===== src/rtl/matrix_mult_nxn.sv =====
// Sequential N x N integer matrix multiplier, C = A x B.
// Operands are captured when a start is accepted. Each RUN cycle issues one
// C element: N shared multipliers form A[i][k]*B[k][j] for k=0..N-1 into a
// product register (stage 1), and an adder tree sums the registered products
// into C[idx_d] on the next edge (stage 2). One element completes per cycle.

module matrix_mult_nxn #(
    parameter int N      = 2,
    parameter int DW     = 8,
    parameter int SIGNED = 0,
    localparam int OW    = 2*DW + $clog2(N)
) (
    input  logic                clk,
    input  logic                rst,
    input  logic                start,
    input  logic [N*N*DW-1:0]   a_flat,
    input  logic [N*N*DW-1:0]   b_flat,
    output logic [N*N*OW-1:0]   c_flat,
    output logic                busy,
    output logic                done
);

    localparam int RW = $clog2(N);
    localparam int IW = $clog2(N*N);
    localparam int PW = 2*DW;

    typedef enum logic [1:0] {
        IDLE  = 2'd0,
        RUN   = 2'd1,
        FLUSH = 2'd2
    } state_t;

    state_t            state, state_next;
    logic              busy_next, done_next;
    logic              capture, issue, last;

    logic [N*N*DW-1:0] a_q, b_q;
    logic [RW-1:0]     row, col;

    logic [DW-1:0]     a_sel [N];
    logic [DW-1:0]     b_sel [N];
    logic [PW-1:0]     a_ext [N];
    logic [PW-1:0]     b_ext [N];
    logic [PW-1:0]     prod  [N];

    logic [PW-1:0]     prod_q [N];
    logic              valid_q;
    logic [IW-1:0]     idx_d;
    logic [OW-1:0]     sum;

    assign last = (row == RW'(N-1)) && (col == RW'(N-1));

    // State register and the registered status outputs.
    always_ff @(posedge clk) begin
        // NOTE: every sequential assignment is non-blocking so that all
        // registers update together from values sampled before the edge.
        if (rst) begin
            state <= IDLE;
            busy  <= 1'b0;
            done  <= 1'b0;
        end else begin
            state <= state_next;
            busy  <= busy_next;
            done  <= done_next;
        end
    end

    // Next-state logic and control strobes for the datapath.
    always_comb begin
        // NOTE: each output gets a default before the case so no path leaves
        // it unassigned, which would otherwise infer a latch.
        state_next = state;
        busy_next  = busy;
        done_next  = 1'b0;
        capture    = 1'b0;
        issue      = 1'b0;
        case (state)
            IDLE: begin
                if (start) begin
                    capture    = 1'b1;
                    busy_next  = 1'b1;
                    state_next = RUN;
                end
            end
            RUN: begin
                issue = 1'b1;
                if (last) begin
                    state_next = FLUSH;
                end
            end
            FLUSH: begin
                // The last element lands in c_flat on this edge.
                done_next  = 1'b1;
                busy_next  = 1'b0;
                state_next = IDLE;
            end
            default: begin
                state_next = IDLE;
                busy_next  = 1'b0;
            end
        endcase
    end

    // Row i of A and column j of B feed the N multipliers; operands are
    // widened (zero or sign) to 2*DW so one unsigned multiply serves both
    // modes, its low 2*DW bits being the exact product.
    always_comb begin
        for (int k = 0; k < N; k++) begin
            a_sel[k] = a_q[(int'(row)*N + k)*DW +: DW];
            b_sel[k] = b_q[(k*N + int'(col))*DW +: DW];
            a_ext[k] = {{DW{(SIGNED != 0) && a_sel[k][DW-1]}}, a_sel[k]};
            b_ext[k] = {{DW{(SIGNED != 0) && b_sel[k][DW-1]}}, b_sel[k]};
            prod[k]  = a_ext[k] * b_ext[k];
        end
    end

    // Adder tree over the registered products, each extended to OW first.
    always_comb begin
        sum = '0;
        for (int k = 0; k < N; k++) begin
            sum = sum + {{(OW-PW){(SIGNED != 0) && prod_q[k][PW-1]}}, prod_q[k]};
        end
    end

    // Operand capture, element sequencing, stage-1 product register and
    // stage-2 result write-back.
    always_ff @(posedge clk) begin
        if (rst) begin
            // NOTE: the operand and product arrays are cleared as well, so an
            // aborted operation leaves no stale matrix data behind.
            a_q     <= '0;
            b_q     <= '0;
            row     <= '0;
            col     <= '0;
            valid_q <= 1'b0;
            idx_d   <= '0;
            c_flat  <= '0;
            for (int k = 0; k < N; k++) begin
                prod_q[k] <= '0;
            end
        end else begin
            if (capture) begin
                a_q <= a_flat;
                b_q <= b_flat;
                row <= '0;
                col <= '0;
            end

            valid_q <= issue;
            if (issue) begin
                for (int k = 0; k < N; k++) begin
                    prod_q[k] <= prod[k];
                end
                idx_d <= IW'(int'(row)*N + int'(col));
                if (last) begin
                    row <= '0;
                    col <= '0;
                end else if (col == RW'(N-1)) begin
                    col <= '0;
                    row <= row + RW'(1);
                end else begin
                    col <= col + RW'(1);
                end
            end

            // Stage 2 is independent of the FSM state: it drains whatever
            // stage 1 holds, which is how FLUSH completes the final element.
            if (valid_q) begin
                c_flat[int'(idx_d)*OW +: OW] <= sum;
            end
        end
    end

endmodule


===== config.mk =====
export PLATFORM = sky130hd
export DESIGN_NAME = matrix_mult_nxn
export DESIGN_NICKNAME = d
export VERILOG_FILES = /design/src/rtl/matrix_mult_nxn.sv
export SDC_FILE = /design/constraint.sdc
export NUM_CORES = 1
export LEC_CHECK = 0
export BUFFER_PORTS_ARGS = -buffer_cell sky130_fd_sc_hd__buf_2
export CAP_MARGIN = 20
export CORE_MARGIN = 8
export CORE_UTILIZATION = 55
export CTS_BUF_LIST = sky130_fd_sc_hd__clkbuf_8
export CTS_CLUSTER_SIZE = 16
export DETAILED_ROUTE_END_ITERATION = 7
export PLACE_DENSITY = 0.79
export SETUP_SLACK_MARGIN = 0.5
export SLEW_MARGIN = 15
export SYNTH_ARGS = -nofsm -noshare
export SYNTH_HDL_FRONTEND = slang
export SYNTH_SLANG_ARGS = --single-unit

===== constraint.sdc =====
create_clock -name clk -period 5.15 [get_ports clk]
set_input_delay 0.515 -clock clk [delete_from_list [all_inputs] [get_ports clk]]
set_output_delay 0.515 -clock clk [all_outputs]
set_load 0.02 [all_outputs]

==> flow_summary.json, run 1 <==
{
  "setup_viol": 0,
  "outcome": "completed",
  "drt_iter0_markers": 442,
  "r2r_cells": 17,
  "ys_ff_latch": 173,
  "syn_area_um2": 11100,
  "yosysTopAreaCellShare_pct": 25.5,
  "maxCapViolations": 0,
  "first_pass_iters": 5,
  "syn_inst": 1113,
  "grt_overflow_total": 0,
  "syn-num-nets": 1346,
  "ys_warn_count": 0,
  "cp.arrival_ps": 4950,
  "clock-root-buffer": "clkbuf_8",
  "hp-class": "input port to register",
  "max_freq_ghz": 0.211,
  "tritoncts": "yes",
  "ys_types": 75,
  "endpoint_kind": "register",
  "clk_pin_slew_ps": 110,
  "synth_commonest_cells": "154 x nor2_1, 141 x dfxtp_1, 114 x inv_1",
  "p_total_w": 0.00309,
  "cts.hold.buffers_added": 0,
  "cp_max_fo": 12,
  "grt_max_degree": 65,
  "cp-start-kind": "register",
  "io_buffer_count": 136,
  "synth_top_flop_cell": "dfxtp_1",
  "dieArea_um2": 24900,
  "critical_path_class": "register to register",
  "grt_pass1_vias": 8951,
  "cp_data_required_time_ps": 5350,
  "grt.total_usage_pct": 21.3,
  "synth_most_common_cell": "nor2_1",
  "h-tree-depth": 4,
  "grt_antenna_before_repair": 0,
  "cts_max_path_buffers": 2,
  "die_height_um": 158,
  "cts_buffers": 17,
  "antenna_cells": 0,
  "worstSetupStartpoint": "col",
  "slew_headroom_pct": 48.7,
  "wl_per_cell_um": 16.7,
  "postRouteWirelength_um": 26000,
  "power.density_nw_per_um2": 237,
  "power_leakage_nw": 5.96,
  "reg2reg_slack_ps": 410,
  "ys_async_sr_fraction_pct": 0,
  "area_growth_pct": 17.7,
  "drcViolationCount": 0,
  "irDropWorstVdd_mv": 0.173,
  "ys_seq_area_share_pct": 34.2,
  "finalHoldViolCount": 0,
  "timing.final.crit_share_pct": 92.0,
  "initial_core_util_pct": 55.4,
  "vias": 8854,
  "cts.sinks": 173,
  "slew_viol_final": 0,
  "r2r_end": "prod_q[0][28]",
  "yosysTopAreaCell": "dfxtp_1",
  "period_needed_ps": 4740,
  "fp-row-count": 52,
  "crit_end": "prod_q[0][28]",
  "synth_area_leaders": "dfxtp_1 26%, fa_1 13%, ha_1 11%",
  "gp_congestion": 0.909,
  "rsz0062_at_grt": "true",
  "core-area_um2": 20000,
  "syn_avg_cell_area_um2": 9.94,
  "synth-edff-count": 32,
  "drive_gt1_share_pct": 24.4,
  "viasPerCell": 5.67,
  "grt_pass1_wl_um": 43100,
  "dieWidth_um": 158,
  "ant_nets": 0,
  "ios": 137,
  "dp_hpwl_um": 20200,
  "fin_skew_ps": 23.9,
  "final_nets": 1511,
  "worstMarginPinSlew_ps": 749,
  "fin_setup_tns_ps": 0,
  "r2r-start": "col",
  "clk_latency_ps": 470
}
[through the flow]
stage	utilization (%)	cell area (µm²)	worst slack [ps]	hold slack (ps)	instances
2_1_floorplan	-	11100	501	449	1113
3_3_place_gp	61.3	12300	367	431	1517
3_5_place_dp	61.3	12300	130	442	1517
4_1_cts	64.5	12900	471	221	1557
5_1_grt	65.2	13000	251	219	1561
6_report	65.2	13000	410	240	1561
[where the power goes]
group | internal [W] | switching [W] | leakage [nW]
sequential | 0.00145 | 0.0000512 | 1.49
combinational | 0.000266 | 0.000393 | 4.27
clock | 0.000361 | 0.000573 | 0.193
[cell families (layout without fill, tap and decap cells)]
kind of cell             Yosys count  in the layout  share of synthesized area, %
XOR/XNOR                          17             17                          1.48
AO/OA/AOI/OAI                    248            248                          17.2
AND/OR/NAND/NOR                  317            317                          14.1
adder cells (fa/ha/maj)          166            166                          23.7
buffers and inverters            152            330                          5.64
flip-flops                       173            173                          34.2
multiplexers                      40             40                          3.67
[how the worst min path moves through the flow]
stage               startpoint    endpoint  cells past startpoint
finish              b_flat[19]     b_q[19]                      2
global route        b_flat[18]     b_q[18]                      2
CTS                 b_flat[17]     b_q[17]                      2
detailed placement  c_flat[15]  c_flat[15]                      2
global placement          busy        busy                      1
floorplan               a_q[0]      a_q[0]                      1
[worst max-delay path: stages, from the launching register on]
cell      delay, ps
dfxtp_2         350
buf_12          160
mux2i_4         220
buf_4           160
or2_4           230
fa_1            490
fa_1            490
inv_1            50
fa_1            520
inv_1            50
fa_1            530
inv_1            40
ha_2            180
or3_4           370
a211oi_4        300
o31ai_2         110
xnor2_1         170
nor2_1           50
[sequential cells by signal, indices dropped and copies added (netlist names)]
signal and count:
valid_q 1, row 1, state 2, busy 1, c_flat 68, done 1
a_q 32, b_q 32, prod_q 32, col 1, idx_d 2
[area by class of cell]
class | instances | area, µm²
Clock buffer | 17 | 234
Clock inverter | 15 | 151
Fill cell | 1595 | 6950
Inverter | 114 | 428
Multi-Input combinational cell | 788 | 6990
Sequential cell | 173 | 3790
Tap cell | 270 | 338
Timing Repair Buffer | 184 | 1090
[routing by layer]
| metal | up-vias | track usage (%) | wire length, µm |
|---|---|---|---|
| met5 | - | 0 | 0 |
| met4 | 0 | 8.02 | 574 |
| met3 | 50 | 3.99 | 1920 |
| met2 | 332 | 34.4 | 11800 |
| met1 | 4241 | 27.8 | 11700 |
| li1 | 4231 | - | - |
[repair_timing]
action	in CTS	in global routing
resized for setup	32	27
endpoints found under the setup margin	13	15
buffers inserted	8	4
pin swaps	9	10
[layout by cell type, fill, tap and decap left out, drive strengths merged, types with 6 or more instances in the layout]
cell	count
mux2i	38
o21a	10
xor2	7
nor3b	6
edfxtp	32
a22oi	32
a21o	12
nand3	10
inv	122
and2	8
or3	6
o21ai	33
clkbuf	17
nand2	39
dfxtp	141
buf	184
nand2b	9
nor3	21
a22o	86
ha	93
nor2b	9
nor4	6
nor2	154
a21oi	40
fa	73
xnor2	10
or2	29
No activity file was read; power rests on OpenSTA's default activity.
==> run 2, diff against run 1 <==
Settings changed: CELL_PAD_IN_SITES_DETAIL_PLACEMENT set to 0, CELL_PAD_IN_SITES_GLOBAL_PLACEMENT set to 1, CORE_UTILIZATION 55 to 43, PLACE_DENSITY 0.79 to unset, PLACE_DENSITY_LB_ADDON set to 0.1.
==> run 2 against run 1 <==
Sequential share of layout area is 1.2 points lower; setup slack improved by 57 ps; flip-flop and latch count unchanged; core utilization down 11 points; critical path depth down 1; clock power is 8% higher; via count fell by 2.6%; count of clock-buffer cells in the layout stayed put; largest power group unchanged; sequential power about the same; cell count up 5.9%; global-route usage decreased by 3.3 points; routed wire length grew 7.7%.
==> flow_summary.json, run 2 (synthesis gave the netlist of run 1 again) <==
{
  "clk_latency_ps": 470,
  "cts_buffers": 17,
  "critical_path_class": "register to register",
  "io_buffer_count": 136,
  "path_cells": "buf_12 > mux2i_4 > or2_4 > fa_1 > fa_1 > inv_2 > fa_1 > inv_1 > fa_1 > inv_1 > ha_2 > or3_4 > a211oi_4 > nor3_2 > nor3_2 > nor3b_2",
  "cp_slowest_cell": "fa_1",
  "pre_cts_ws_ps": 55.1,
  "dieArea_um2": 31100,
  "slew_viol_final": 0,
  "grt_pass1_wl_um": 45800,
  "wl_met3_um": 1260,
  "drt_iter0_markers": 507,
  "maxCapViolations": 0,
  "outcome": "completed",
  "grt_pass1_vias": 8608,
  "die_height_um": 176,
  "cts_max_path_buffers": 2,
  "clk_pin_slew_ps": 110,
  "grt_max_degree": 64,
  "initial_core_util_pct": 43.8,
  "period_needed_ps": 4680,
  "fin_ws_ps": 467,
  "drcViolationCount": 0,
  "vias": 8621,
  "power.density_nw_per_um2": 237,
  "clock-root-buffer": "clkbuf_8",
  "power_leakage_nw": 6.15,
  "power_switching_w": 0.00103,
  "fp-row-count": 58,
  "p_comb_share_pct": 22.2,
  "viasPerCell": 5.22,
  "largest_reg_flops": 68,
  "dieWidth_um": 176,
  "timing.final.crit_share_pct": 90.9,
  "layout_commonest_cell": "nor2_1",
  "power.internal_w": 0.00220,
  "final_util_pct": 53.9,
  "area_growth_pct": 23.0,
  "ios": 137,
  "finalHoldViolCount": 0,
  "cp_data_required_time_ps": 5360,
  "p_seq_share_pct": 46.5,
  "setup_viol": 0,
  "tritoncts": "yes",
  "reg2reg_slack_ps": 470,
  "antenna_cells": 0,
  "drt-met1-wl_um": 13600,
  "hp-class": "input port to register",
  "layout_common_cells": "149 x nor2_1, 139 x dfxtp_1, 136 x buf_2, 111 x inv_1, 86 x a22o_1",
  "first_pass_iters": 5,
  "grt.total_usage_pct": 18.0,
  "final_nets": 1544,
  "fin_skew_ps": 20.6,
  "wl_met2_um": 12600,
  "worstMarginPinSlew_ps": 781,
  "cts.sinks": 173,
  "cp_common_cell": "fa_1",
  "sw_frac_of_total_pct": 32.0,
  "core-area_um2": 25300,
  "dp_hpwl_um": 21000,
  "timing.critical_path.slowest_cell_delay_ps": 520,
  "irDropWorstVdd_mv": 0.156,
  "ant_nets": 0,
  "postRouteWirelength_um": 28000,
  "rsz0062_at_grt": "true",
  "max_freq_ghz": 0.214,
  "fin_setup_tns_ps": 0,
  "grt_antenna_before_repair": 0,
  "clkPwrFrac_pct": 31.3,
  "top_layer_used": "met4",
  "gp_congestion": 0.811,
  "drive_gt1_share_pct": 27.9,
  "cp.arrival_ps": 4890,
  "cp-start-kind": "register",
  "h-tree-depth": 4,
  "grt_overflow_total": 0,
  "cp_max_fo": 6,
  "endpoint_kind": "register",
  "slew_headroom_pct": 48.0,
  "regMostFlops": "c_flat",
  "wl_per_cell_um": 16.9
}
run 2: timing repair:
action                     4_1_cts  5_1_grt
resized for setup               58       44
buffers inserted                15       24
pin swaps                       24       33
setup endpoints to repair       15       16
cloned                           2        0
hold buffers                     0        0
run 2: layout make-up:
| type | instances | area, µm² |
|---|---|---|
| Timing Repair Buffer | 217 | 1400 |
| Clock inverter | 14 | 160 |
| Tap cell | 330 | 413 |
| Fill cell | 2356 | 11600 |
| Sequential cell | 173 | 3790 |
| Inverter | 114 | 430 |
| Multi-Input combinational cell | 788 | 7190 |
| Clock buffer | 17 | 234 |
run 2: per-layer routing:
layer / GRT usage (%) / vias up
li1: - / 4283
met1: 24.5 / 4110
met2: 28.6 / 193
met3: 3.25 / 35
met4: 5.39 / 0
met5: 0 / -
run 2: path summary, 6_finish.rpt:
kind	endpoint	startpoint	depth (start not counted)
worst min register to register	c_flat[58]	c_flat[58]	2
worst min-delay path	b_q[19]	b_flat[19]	2
worst max-delay path	prod_q[0][30]	col	16
worst max register to register	prod_q[0][30]	col	16
run 2: stage by stage:
stage / area (µm²) / std cells / power, W / hold slack, ps
detailed placement: 12400 / 1581 / 0.00216 / 443
finish: 13600 / 1653 / 0.00323 / 242
CTS: 13200 / 1629 / 0.00323 / 219
global placement: 12400 / 1581 / 0.00216 / 434
global route: 13600 / 1653 / 0.00341 / 215
floorplan: 11100 / 1113 / 0.00196 / 449
run 2: power groups by stage:
stage | logic [W] | clock network (W) | registers (W)
2_1_floorplan | 0.000441 | 0 | 0.00152
3_3_place_gp | 0.000634 | 0 | 0.00153
3_5_place_dp | 0.000636 | 0 | 0.00153
4_1_cts | 0.000687 | 0.00105 | 0.00150
5_1_grt | 0.000795 | 0.00110 | 0.00151
6_report | 0.000719 | 0.00101 | 0.00150
run 2: worst max-delay path, delay by kind of cell, from the launching register on:
kind            cells  cell delay, ps
fa+ha+maj           5            2110
simple gates        5             980
flops               1             410
mux                 1             380
buf+inv             4             280
compound gates      1             260
==> run 3, diff against run 2 <==
Settings changed: CORE_UTILIZATION 43 to 51.
Clock period 5.15 ns to 5.7 ns, I/O delays scaled along.
==> run 3 against run 2 <==
Clock skew grew 2.8 ps; critical path depth grew 1; via count shrank 2.8%; die area shrank 14%; sequential power shrank 10%; cell count shrank 5.8%; setup slack gained 310 ps; flip-flop and latch count is the same; count of clock-buffer cells in the layout is the same; critical path type unchanged.
==> flow_summary.json, run 3 (synthesis gave the netlist of run 1 again) <==
{
  "antenna_cells": 0,
  "wl_per_cell_um": 16.6,
  "cts.hold.buffers_added": 0,
  "layout_commonest_cell": "nor2_1",
  "grt_antenna_before_repair": 0,
  "vias": 8383,
  "grt_pass1_wl_um": 43000,
  "cts_max_path_buffers": 2,
  "regArea_um2": 3790,
  "clk_pin_slew_ps": 120,
  "max_freq_ghz": 0.203,
  "first_pass_iters": 5,
  "critical_path_class": "register to register",
  "finalHoldViolCount": 0,
  "maxCapViolations": 0,
  "cts.sinks": 173,
  "power.density_nw_per_um2": 219,
  "dp_hpwl_um": 20200,
  "setup_viol": 0,
  "slew_headroom_pct": 48.6,
  "layout_common_cells": "153 x nor2_1, 139 x dfxtp_1, 136 x buf_2, 115 x inv_1, 93 x ha_1",
  "h-tree-depth": 4,
  "dieWidth_um": 163,
  "fin_skew_ps": 23.4,
  "area_growth_pct": 14.0,
  "die_height_um": 163,
  "clock-root-buffer": "clkbuf_8",
  "cp_data_required_time_ps": 5890,
  "slew_viol_final": 0,
  "fin_setup_tns_ps": 0,
  "core-area_um2": 21600,
  "clk_latency_ps": 460,
  "dieArea_um2": 26700,
  "cp.arrival_ps": 5120,
  "worstMarginPinSlew_ps": 749,
  "io_buffer_count": 136,
  "gp_congestion": 0.846,
  "period_needed_ps": 4930,
  "post_cts_buffers": 0,
  "multi_input_comb_area_um2": 6720,
  "postRouteWirelength_um": 25800,
  "outcome": "completed",
  "initial_core_util_pct": 51.3,
  "ant_nets": 0,
  "grt_pass1_vias": 8655,
  "grt_overflow_total": 0,
  "cp-start-kind": "register",
  "tritoncts": "yes",
  "final_nets": 1497,
  "cp_max_fo": 10,
  "largest_reg_flops": 68,
  "drcViolationCount": 0,
  "fp-row-count": 54,
  "viasPerCell": 5.38,
  "drt_iter0_markers": 499,
  "endpoint_kind": "register",
  "grt_max_degree": 64,
  "regMostFlops": "c_flat",
  "timing.final.crit_share_pct": 86.4,
  "grt.total_usage_pct": 19.8,
  "fillers": 1909,
  "hold_ws_ps": 306,
  "drive_gt1_share_pct": 20.7,
  "cts_buffers": 17,
  "rsz0062_at_grt": "false",
  "ios": 137,
  "irDropWorstVdd_mv": 0.123,
  "power_leakage_nw": 5.89,
  "hp-class": "input port to register"
}
[run 3: final cells by class]
type	count	area share, %
inverter	114	3.39
clock inverter	15	1.17
clock buffer	17	1.86
timing repair buffer	170	7.45
multi-input combinational	788	53.3
sequential	173	30.0
tap	280	2.78
[run 3: per-layer routing]
| layer | part of all wire, % | track usage [%] | up-vias |
|---|---|---|---|
| met3 | 6.1 | 4.01 | 29 |
| met2 | 44 | 31.2 | 242 |
| met4 | 2.0 | 6.76 | 0 |
| met1 | 47 | 26.5 | 3922 |
| li1 | - | - | 4190 |
| met5 | 0 | 0 | - |
[run 3: worst paths after layout]
| kind | startpoint | to | slack (ps) | cells past startpoint |
|---|---|---|---|---|
| setup / recovery | col | prod_q[0][30] | 770 | 17 |
| hold / removal | a_flat[8] | a_q[8] | 310 | 2 |
| setup reg to reg | col | prod_q[0][30] | 770 | 17 |
| hold reg to reg | c_flat[66] | c_flat[66] | 450 | 2 |
[run 3: critical path, cell delays in order, from the launching register on]
cell	delay, ps
dfxtp_2	440
buf_6	200
mux2i_1	100
buf_4	170
or2_2	310
fa_1	490
fa_1	540
inv_1	50
fa_1	520
inv_1	50
fa_1	520
inv_1	40
ha_1	210
or3_1	380
a211oi_2	250
nor3_1	120
nor3_1	180
nor3b_1	80
[run 3: what timing repair did]
item / CTS / global route
cloned: 0 / 0
resized for setup: 8 / 7
pin swaps: 0 / 1
endpoints found under the setup margin: 7 / 11
[run 3: where the power goes]
| part | total (W) | switching [W] | leakage, nW | internal, W |
|---|---|---|---|---|
| Combinational | 0.000557 | 0.000341 | 4.19 | 0.000216 |
| Sequential | 0.00135 | 0.0000423 | 1.49 | 0.00131 |
| Clock | 0.000850 | 0.000524 | 0.200 | 0.000326 |
[run 3: per-stage QoR]
stage	total power, W	setup WS (ps)	cells	util, %	area (µm²)
3_3_place_gp	0.00193	432	1525	56.5	12200
4_1_cts	0.00278	507	1557	58.4	12600
5_1_grt	0.00291	504	1557	58.5	12600
3_5_place_dp	0.00193	218	1525	56.5	12200
6_report	0.00276	774	1557	58.5	12600
2_1_floorplan	0.00176	758	1113	-	11100
